## src/rtl/forward_hazard_unit_pkg.sv

```systemverilog
// Shared definitions for the EX-stage forwarding / load-use hazard unit:
// operand-mux select encodings and the per-stage instruction record.
package forward_hazard_unit_pkg;

  // Record index fields are sized for the widest supported register file;
  // narrower instances zero-extend, which leaves all index compares intact.
  localparam int unsigned MAX_REG_ADDR_W = 8;

  typedef logic [MAX_REG_ADDR_W-1:0] ridx_t;

  // EX operand-mux selects, shared with the datapath mux instances.
  typedef enum logic [1:0] {
    FWD_REG = 2'b00,  // register-file read value
    FWD_WB  = 2'b01,  // MEM/WB result
    FWD_MEM = 2'b10   // EX/MEM result
  } fwd_sel_e;

  // Book-keeping for one pipeline stage.
  typedef struct packed {
    logic  valid;
    ridx_t rs;
    ridx_t rt;
    ridx_t rd;
    logic  regwrite;
    logic  memread;
  } stage_rec_t;

  // True when a stage will write a real (non-zero) register equal to src.
  function automatic logic writes_src(input logic regwrite, input ridx_t rd, input ridx_t src);
    return regwrite && (rd != '0) && (rd == src);
  endfunction

endpackage

```

## src/rtl/forward_hazard_unit_fwd_select.sv

```systemverilog
// One EX operand select: picks the youngest in-flight producer of src.
module fwd_select
  import forward_hazard_unit_pkg::*;
(
  input  ridx_t    i_src,
  input  logic     i_mem_regwrite,
  input  ridx_t    i_mem_rd,
  input  logic     i_wb_regwrite,
  input  ridx_t    i_wb_rd,
  output fwd_sel_e o_sel
);

  // MEM is checked first so the most recent result wins over WB.
  always_comb begin
    o_sel = FWD_REG;
    if (writes_src(i_mem_regwrite, i_mem_rd, i_src)) begin
      o_sel = FWD_MEM;
    end else if (writes_src(i_wb_regwrite, i_wb_rd, i_src)) begin
      o_sel = FWD_WB;
    end
  end

endmodule

```

## src/rtl/forward_hazard_unit.sv

```systemverilog
// Forwarding and load-use hazard unit for a classic 5-stage pipeline.
// Tracks EX/MEM/WB instruction records internally and produces the EX
// operand-mux selects plus a one-cycle load-use stall request.
module forward_hazard_unit
  import forward_hazard_unit_pkg::*;
#(
  parameter int unsigned REG_ADDR_W = 5
) (
  input  logic                  clk_i,
  input  logic                  rst_i,
  input  logic                  id_valid_i,
  input  logic [REG_ADDR_W-1:0] id_rs_i,
  input  logic [REG_ADDR_W-1:0] id_rt_i,
  input  logic                  id_uses_rt_i,
  input  logic [REG_ADDR_W-1:0] id_rd_i,
  input  logic                  id_regwrite_i,
  input  logic                  id_memread_i,
  output logic                  stall_o,
  output logic [1:0]            ex_fwd_a_o,
  output logic [1:0]            ex_fwd_b_o
);

  if (REG_ADDR_W == 0 || REG_ADDR_W > MAX_REG_ADDR_W) begin : g_bad_width
    $error("forward_hazard_unit: REG_ADDR_W out of range");
  end

  stage_rec_t r_ex;
  stage_rec_t r_mem;
  stage_rec_t r_wb;

  stage_rec_t w_id_rec;
  fwd_sel_e   w_sel_a;
  fwd_sel_e   w_sel_b;
  logic       w_stall;

  // Zero-extend the ID fields into a stage record.
  always_comb begin
    w_id_rec          = '0;
    w_id_rec.valid    = id_valid_i;
    w_id_rec.rs       = ridx_t'(id_rs_i);
    w_id_rec.rt       = ridx_t'(id_rt_i);
    w_id_rec.rd       = ridx_t'(id_rd_i);
    w_id_rec.regwrite = id_regwrite_i;
    w_id_rec.memread  = id_memread_i;
  end

  // Load-use hazard: a load in EX whose destination is read by ID.
  always_comb begin
    w_stall = id_valid_i && r_ex.valid && r_ex.memread && r_ex.regwrite &&
              (r_ex.rd != '0) &&
              ((r_ex.rd == w_id_rec.rs) || (id_uses_rt_i && (r_ex.rd == w_id_rec.rt)));
  end

  // Stage shift; a stall or an empty ID slot inserts a bubble into EX
  // while older instructions keep draining.
  always_ff @(posedge clk_i) begin
    if (rst_i) begin
      r_ex  <= '0;
      r_mem <= '0;
      r_wb  <= '0;
    end else begin
      r_wb  <= r_mem;
      r_mem <= r_ex;
      if (w_stall || !id_valid_i) begin
        r_ex <= '0;
      end else begin
        r_ex <= w_id_rec;
      end
    end
  end

  fwd_select u_fwd_a (
    .i_src          (r_ex.rs),
    .i_mem_regwrite (r_mem.regwrite),
    .i_mem_rd       (r_mem.rd),
    .i_wb_regwrite  (r_wb.regwrite),
    .i_wb_rd        (r_wb.rd),
    .o_sel          (w_sel_a)
  );

  fwd_select u_fwd_b (
    .i_src          (r_ex.rt),
    .i_mem_regwrite (r_mem.regwrite),
    .i_mem_rd       (r_mem.rd),
    .i_wb_regwrite  (r_wb.regwrite),
    .i_wb_rd        (r_wb.rd),
    .o_sel          (w_sel_b)
  );

  // Selects are meaningless without a real instruction in EX.
  always_comb begin
    stall_o    = w_stall;
    ex_fwd_a_o = r_ex.valid ? w_sel_a : FWD_REG;
    ex_fwd_b_o = r_ex.valid ? w_sel_b : FWD_REG;
  end

  // Fields carried only for completeness of the stage records.
  logic w_unused;
  assign w_unused = &{1'b0, r_mem.valid, r_mem.rs, r_mem.rt, r_mem.memread,
                      r_wb.valid, r_wb.rs, r_wb.rt, r_wb.memread};

endmodule

```

## config.mk

```make
export PLATFORM = sky130hd
export DESIGN_NAME = forward_hazard_unit
export DESIGN_NICKNAME = d
export VERILOG_FILES = /design/src/rtl/forward_hazard_unit_pkg.sv /design/src/rtl/forward_hazard_unit_fwd_select.sv /design/src/rtl/forward_hazard_unit.sv
export SDC_FILE = /design/constraint.sdc
export NUM_CORES = 1
export LEC_CHECK = 0
export CAP_MARGIN = 20
export CORE_UTILIZATION = 54
export CTS_BUF_LIST = sky130_fd_sc_hd__clkbuf_4 sky130_fd_sc_hd__clkbuf_8 sky130_fd_sc_hd__clkbuf_16
export DETAILED_ROUTE_END_ITERATION = 8
export PLACE_DENSITY = 0.83
export SLEW_MARGIN = 20
export SYNTH_ARGS = -nofsm -noshare
export SYNTH_HDL_FRONTEND = slang
export SYNTH_SLANG_ARGS = --single-unit
```

## constraint.sdc

```tcl
create_clock -name clk_i -period 4.75 [get_ports clk_i]
set_input_delay 0.95 -clock clk_i [delete_from_list [all_inputs] [get_ports clk_i]]
set_output_delay 0.95 -clock clk_i [all_outputs]
set_load 0.1 [all_outputs]
```

Yosys cells after proc, flatten, opt, wreduce, memory -nomap -nowiden
Cells that the tools add are included.

Flip-flop bits (word level): 45. Logic and storage cells: 44. Output and inout bits: 5. Input port bits: 21.

Equal/unequal tests: 6. Reductions and logical operators: 19. Mux-type cells: 6.

Operators with widths (count): equality test 8 bit (4); nonzero test 8 bit (3); equality test 8 x 5 -> 1 bit (2); logical AND 1 bit (12); 2-to-1 mux 2 bit (4); logical OR 1 bit (2); 2-to-1 mux 1 bit (2); OR reduction 2 bit (1); logical NOT 1 bit (1).

Longest topological paths before layout
Depth after elaboration: 7. Gate-level depth with buffers: 5. Gate-level depth less buffers: 4.

Modules after synthesis
From an unflattened synthesis, not the netlist that was laid out.

Cells, all modules: 166. Area, all modules: 1554.0 um^2.

Modules (own cells, without submodules): forward_hazard_unit (sequential area each 600.6 um^2, cells an instance 108, area each 1081.0 um^2, times used 1); fwd_select (sequential area each 0.0 um^2, cells an instance 29, area each 236.5 um^2, times used 2).

Least setup slack after synthesis
OpenSTA, ideal clock, no wires.

Kind: reg-to-output. Start point: register r_mem[2] (netlist name). End point: output port ex_fwd_a_o[0]. Data required time: 3.800 ns. Cell stages (with the launch flop): 5. Data arrival time: 2.816 ns. Setup slack: 0.984 ns. Buffers on the path: 0. Path through: dfxtp_1 or4_4 o21ai_2 nor4_1 nor4_2.

Longest elaborated chain between the ends: 5. Elaborated cells between the ends (all ways): 6. Those cells by class: eq/ne: 1; mux: 2; reduce/logical: 3.

RTL lines: start, declared (RTL line forward_hazard_unit.sv:28) `stage_rec_t r_mem;`; start signal, assigned (RTL line forward_hazard_unit.sv:63) `r_mem <= r_ex;`; nonzero test 8 bit (RTL line forward_hazard_unit_pkg.sv:30) `return regwrite && (rd != '0) && (rd == src);`; logical AND 1 bit (RTL line forward_hazard_unit_pkg.sv:30); logical AND 1 bit * (RTL line forward_hazard_unit_pkg.sv:30); 2-to-1 mux 2 bit * (RTL line forward_hazard_unit_fwd_select.sv:16) `if (writes_src(i_mem_regwrite, i_mem_rd, i_src)) begin`; 2-to-1 mux 2 bit * (RTL line forward_hazard_unit.sv:93) `ex_fwd_a_o = r_ex.valid ? w_sel_a : FWD_REG;`; end, declared (RTL line forward_hazard_unit.sv:19) `output logic [1:0] ex_fwd_a_o,`.

Mark *: on every way between the ends. The rest lies on a longest branch, timed or not.

Worst setup path after layout
Start point: register r_mem[2] (netlist name). End point: output port ex_fwd_b_o[0].

Longest elaborated chain between the ends: 5. Elaborated cells between the ends (all ways): 6. Those cells by class: eq/ne: 1; mux: 2; reduce/logical: 3.

RTL lines: nonzero test 8 bit (RTL line forward_hazard_unit_pkg.sv:30); logical AND 1 bit (RTL line forward_hazard_unit_pkg.sv:30); logical AND 1 bit * (RTL line forward_hazard_unit_pkg.sv:30); 2-to-1 mux 2 bit * (RTL line forward_hazard_unit_fwd_select.sv:16); 2-to-1 mux 2 bit * (RTL line forward_hazard_unit.sv:94) `ex_fwd_b_o = r_ex.valid ? w_sel_b : FWD_REG;`; end, declared (RTL line forward_hazard_unit.sv:20) `output logic [1:0] ex_fwd_b_o`.

Marked as above.

==> results.py <==
metrics = {
    "outcome": {
        "status": "finished clean",
    },
    "routing": {
        "via_per_inst": 5.149,
        "vias": 1004,
        "drc": 0,
        "drtIter0Drc": 14,
        "first_pass_iters": 4,
        "routed_wl_mm": 2.535,
        "postRouteAntennaNets": 0,
        "wl_per_cell_um": 13.00,
    },
    "placed_design": {
        "place_congestion": 0.7898,
        "dp_hpwl_mm": 2.006,
        "place_ws_ns": 1.142,
        "place_inst": 187,
        "numPortBuffers": 25,
    },
    "worst_setup_path": {
        "crit_slowest_cell": "clkdlybuf4s50_1",
        "cp.depth": 5,
        "crit_required_ns": 3.80,
        "startpoint_type": "flip-flop",
        "rr_endpoint": "r_ex[19]",
        "crit_buf_inv": 1,
        "crit_fanout": 4,
        "r2r_slack_ns": 3.26,
        "critPathKind": "flip-flop to output port",
        "max_stage_delay_ns": 1.16,
        "r2r_start": "r_ex[6]",
        "setup.worst_path.end_class": "output port",
        "cp-startpoint": "r_mem[2]",
        "crit_path_cell_trace": "or4_4 > o21ai_2 > nor4_1 > nor4_2 > clkdlybuf4s50_1",
        "reg2reg_depth": 3,
        "crit_family": "buffers and inverters",
        "cp_data_arrival_time_ns": 2.87,
        "crit_end": "ex_fwd_b_o[0]",
    },
    "global_routing": {
        "grt-busiest-layer": "met2",
        "grt-ovfl-total": 0,
        "grt_max_degree": 20,
        "antenna_found_initial": 0,
        "grt_use_met3_pct": 7.143,
        "grt_pass1_vias": 976,
        "met1_usage_pct": 23.44,
        "grt_util_all_layers_pct": 22.39,
        "use_met2_pct": 39.83,
        "grt_pass1_wl_mm": 4.202,
    },
    "floorplanning": {
        "core_um2": 2255,
        "pin_count": 26,
        "die_h_um": 51.40,
        "initial_core_util_pct": 58.44,
        "rows": 17,
        "die-area_um2": 2641,
        "die_w_um": 51.40,
    },
    "synth": {
        "synth_cell_types": 24,
        "synth_nets": 158,
        "syn_area_um2": 1318,
        "syn_area_per_cell_um2": 9.617,
        "ys_warn_count": 0,
        "seq_area_frac_synth_pct": 45.58,
        "netlist_instances": 137,
        "ys_ff_latch": 30,
    },
    "power_and_ir_drop": {
        "leakage_nw": 0.6950,
        "p_clk_share_pct": 33.0,
        "power.switching_w": 0.0001136,
        "sw_frac_of_total_pct": 23.52,
        "peakVddDrop_mv": 0.2418,
        "p_int_w": 0.0003695,
        "seqPwrFrac_pct": 55.7,
        "power_density_nw_per_um2": 291.9,
        "p_comb_share_pct": 11.3,
    },
    "clock_tree": {
        "clk_pin_slew_ns": 0.09,
        "numCtsBuffers": 5,
        "post_cts_resized": 0,
        "cts_setup_buffers": 0,
        "cts_max_path_buffers": 2,
        "clk_latency_ns": 0.32,
        "cts_tree": "done",
        "clock_sinks": 30,
        "hold_buffers": 0,
        "h-tree-depth": 2,
        "cts-root-buf": "clkbuf_4",
    },
    "timing": {
        "final.setup.tns_ns": 0,
        "hold_viol_final": 0,
        "post-route-worst-setup-slack_ns": 0.9326,
        "clock-skew-final_ns": 0.002646,
        "worst_pin_slew_ns": 0.9592,
        "relSlewSlack_pct": 35.85,
        "setup_viol": 0,
        "fin_crit_ns": 3.817,
        "drv_slew": 0,
        "fmax_mhz": 262.0,
        "finalCritPeriodShare_pct": 80.37,
        "rsz0062_at_grt": "no",
    },
    "layout": {
        "n_antenna_cell": 0,
        "final_cells": 195,
        "nets": 187,
        "drive_gt1_share_pct": 9.581,
        "nFillCells": 182,
        "syn_to_final_growth_pct": 25.64,
    },
    "job": {
        "cap_violations": 0,
    },
    "min_path": {
        "worst_hold_path_type": "flip-flop to flip-flop",
        "hold_path_startpoint": "r_ex[1]",
    },
}
-- synthesized netlist by cell type --
cell / number / area share (%)
dfxtp_1: 30 / 46
xnor2_1: 16 / 11
xor2_1: 14 / 9.3
nor2b_1: 13 / 6.2
a211oi_1: 10 / 5.7
inv_1: 10 / 2.8
nand2_1: 9 / 2.6
a21oi_1: 8 / 3.0
and2_1: 3 / 1.4
clkbuf_1: 3 / 0.85
nand3_1: 3 / 1.1
or4_1: 3 / 1.7
nand4_1: 2 / 0.95
nor4_1: 2 / 0.95
nor4_2: 2 / 1.9
a21oi_2: 1 / 0.66
buf_2: 1 / 0.38
nand2b_1: 1 / 0.48
nor2_1: 1 / 0.28
nor3_1: 1 / 0.38
o211ai_1: 1 / 0.57
o21ai_2: 1 / 0.66
o22ai_2: 1 / 0.95
or4_4: 1 / 0.85
-- routing by layer --
layer | vias up | wire [µm]
li1 | 517 | -
met1 | 454 | 1061
met2 | 27 | 1326
met3 | 6 | 105
met4 | 0 | 41
met5 | - | 0
-- placed cells by master (no fill, tap or decap), drive strengths merged, types with 4 or more instances in the layout --
| cell type | instances |
|---|---|
| clkbuf | 7 |
| clkdlybuf4s50 | 24 |
| nor2b | 13 |
| nor4 | 4 |
| xnor2 | 16 |
| a21oi | 9 |
| a211oi | 10 |
| inv | 10 |
| nand2 | 9 |
| xor2 | 14 |
| or4 | 4 |
| dfxtp | 30 |
-- how the worst min path moves through the flow --
stage | endpoint | slack (ns) | cells after the start
after floorplan | r_mem[1] | 0.44 | 1
after global placement | r_mem[1] | 0.46 | 1
after detailed placement | r_mem[1] | 0.47 | 1
after CTS | r_mem[1] | 0.48 | 1
after global routing | r_mem[1] | 0.51 | 1
final | r_mem[1] | 0.48 | 1
-- power by group through the flow --
| stage | Combinational (W) | Clock (W) | Sequential (W) |
|---|---|---|---|
| final | 0.0000546 | 0.000160 | 0.000269 |
| after global routing | 0.0000600 | 0.000176 | 0.000270 |
| after CTS | 0.0000550 | 0.000163 | 0.000269 |
| after detailed placement | 0.0000546 | 0 | 0.000275 |
| after global placement | 0.0000528 | 0 | 0.000274 |
| after floorplan | 0.0000308 | 0 | 0.000272 |
-- cell families (layout without fill, tap and decap cells) --
group,after synthesis,after routing,synth area share (%)
AOI/OAI and AO/OA,22,22,11.59
and+or+nand+nor,41,41,18.80
xor gates and xnor gates,30,30,19.94
buffers and inverters,14,44,4.083
DFF,30,30,45.58
-- flip-flops by register name, summed over array words and instances, names as in the netlist --
register and flops:
r_wb 6, r_mem 6, r_ex 18
-- through the flow --
stage	utilization, %	hold slack [ns]	power (W)	area [µm²]
5_1_grt	73.42	0.5064	0.0005062	1655
6_report	73.42	0.4794	0.0004832	1655
4_1_cts	73.42	0.4807	0.0004866	1655
3_3_place_gp	70.59	0.4597	0.0003271	1592
2_1_floorplan	-	0.4382	0.0003030	1318
3_5_place_dp	70.59	0.4744	0.0003295	1592
-- final cells by class --
class                      count  area (µm²)  share of cell area [%]
sequential                    30       600.6                   36.28
clock inverter                 1       5.005                  0.3023
inverter                      10       37.54                   2.268
multi-input combinational     93       663.1                   40.06
tap                           28       35.03                   2.116
clock buffer                   7       58.81                   3.553
timing repair buffer          26       255.2                   15.42
(Power assumes the default switching activity.)
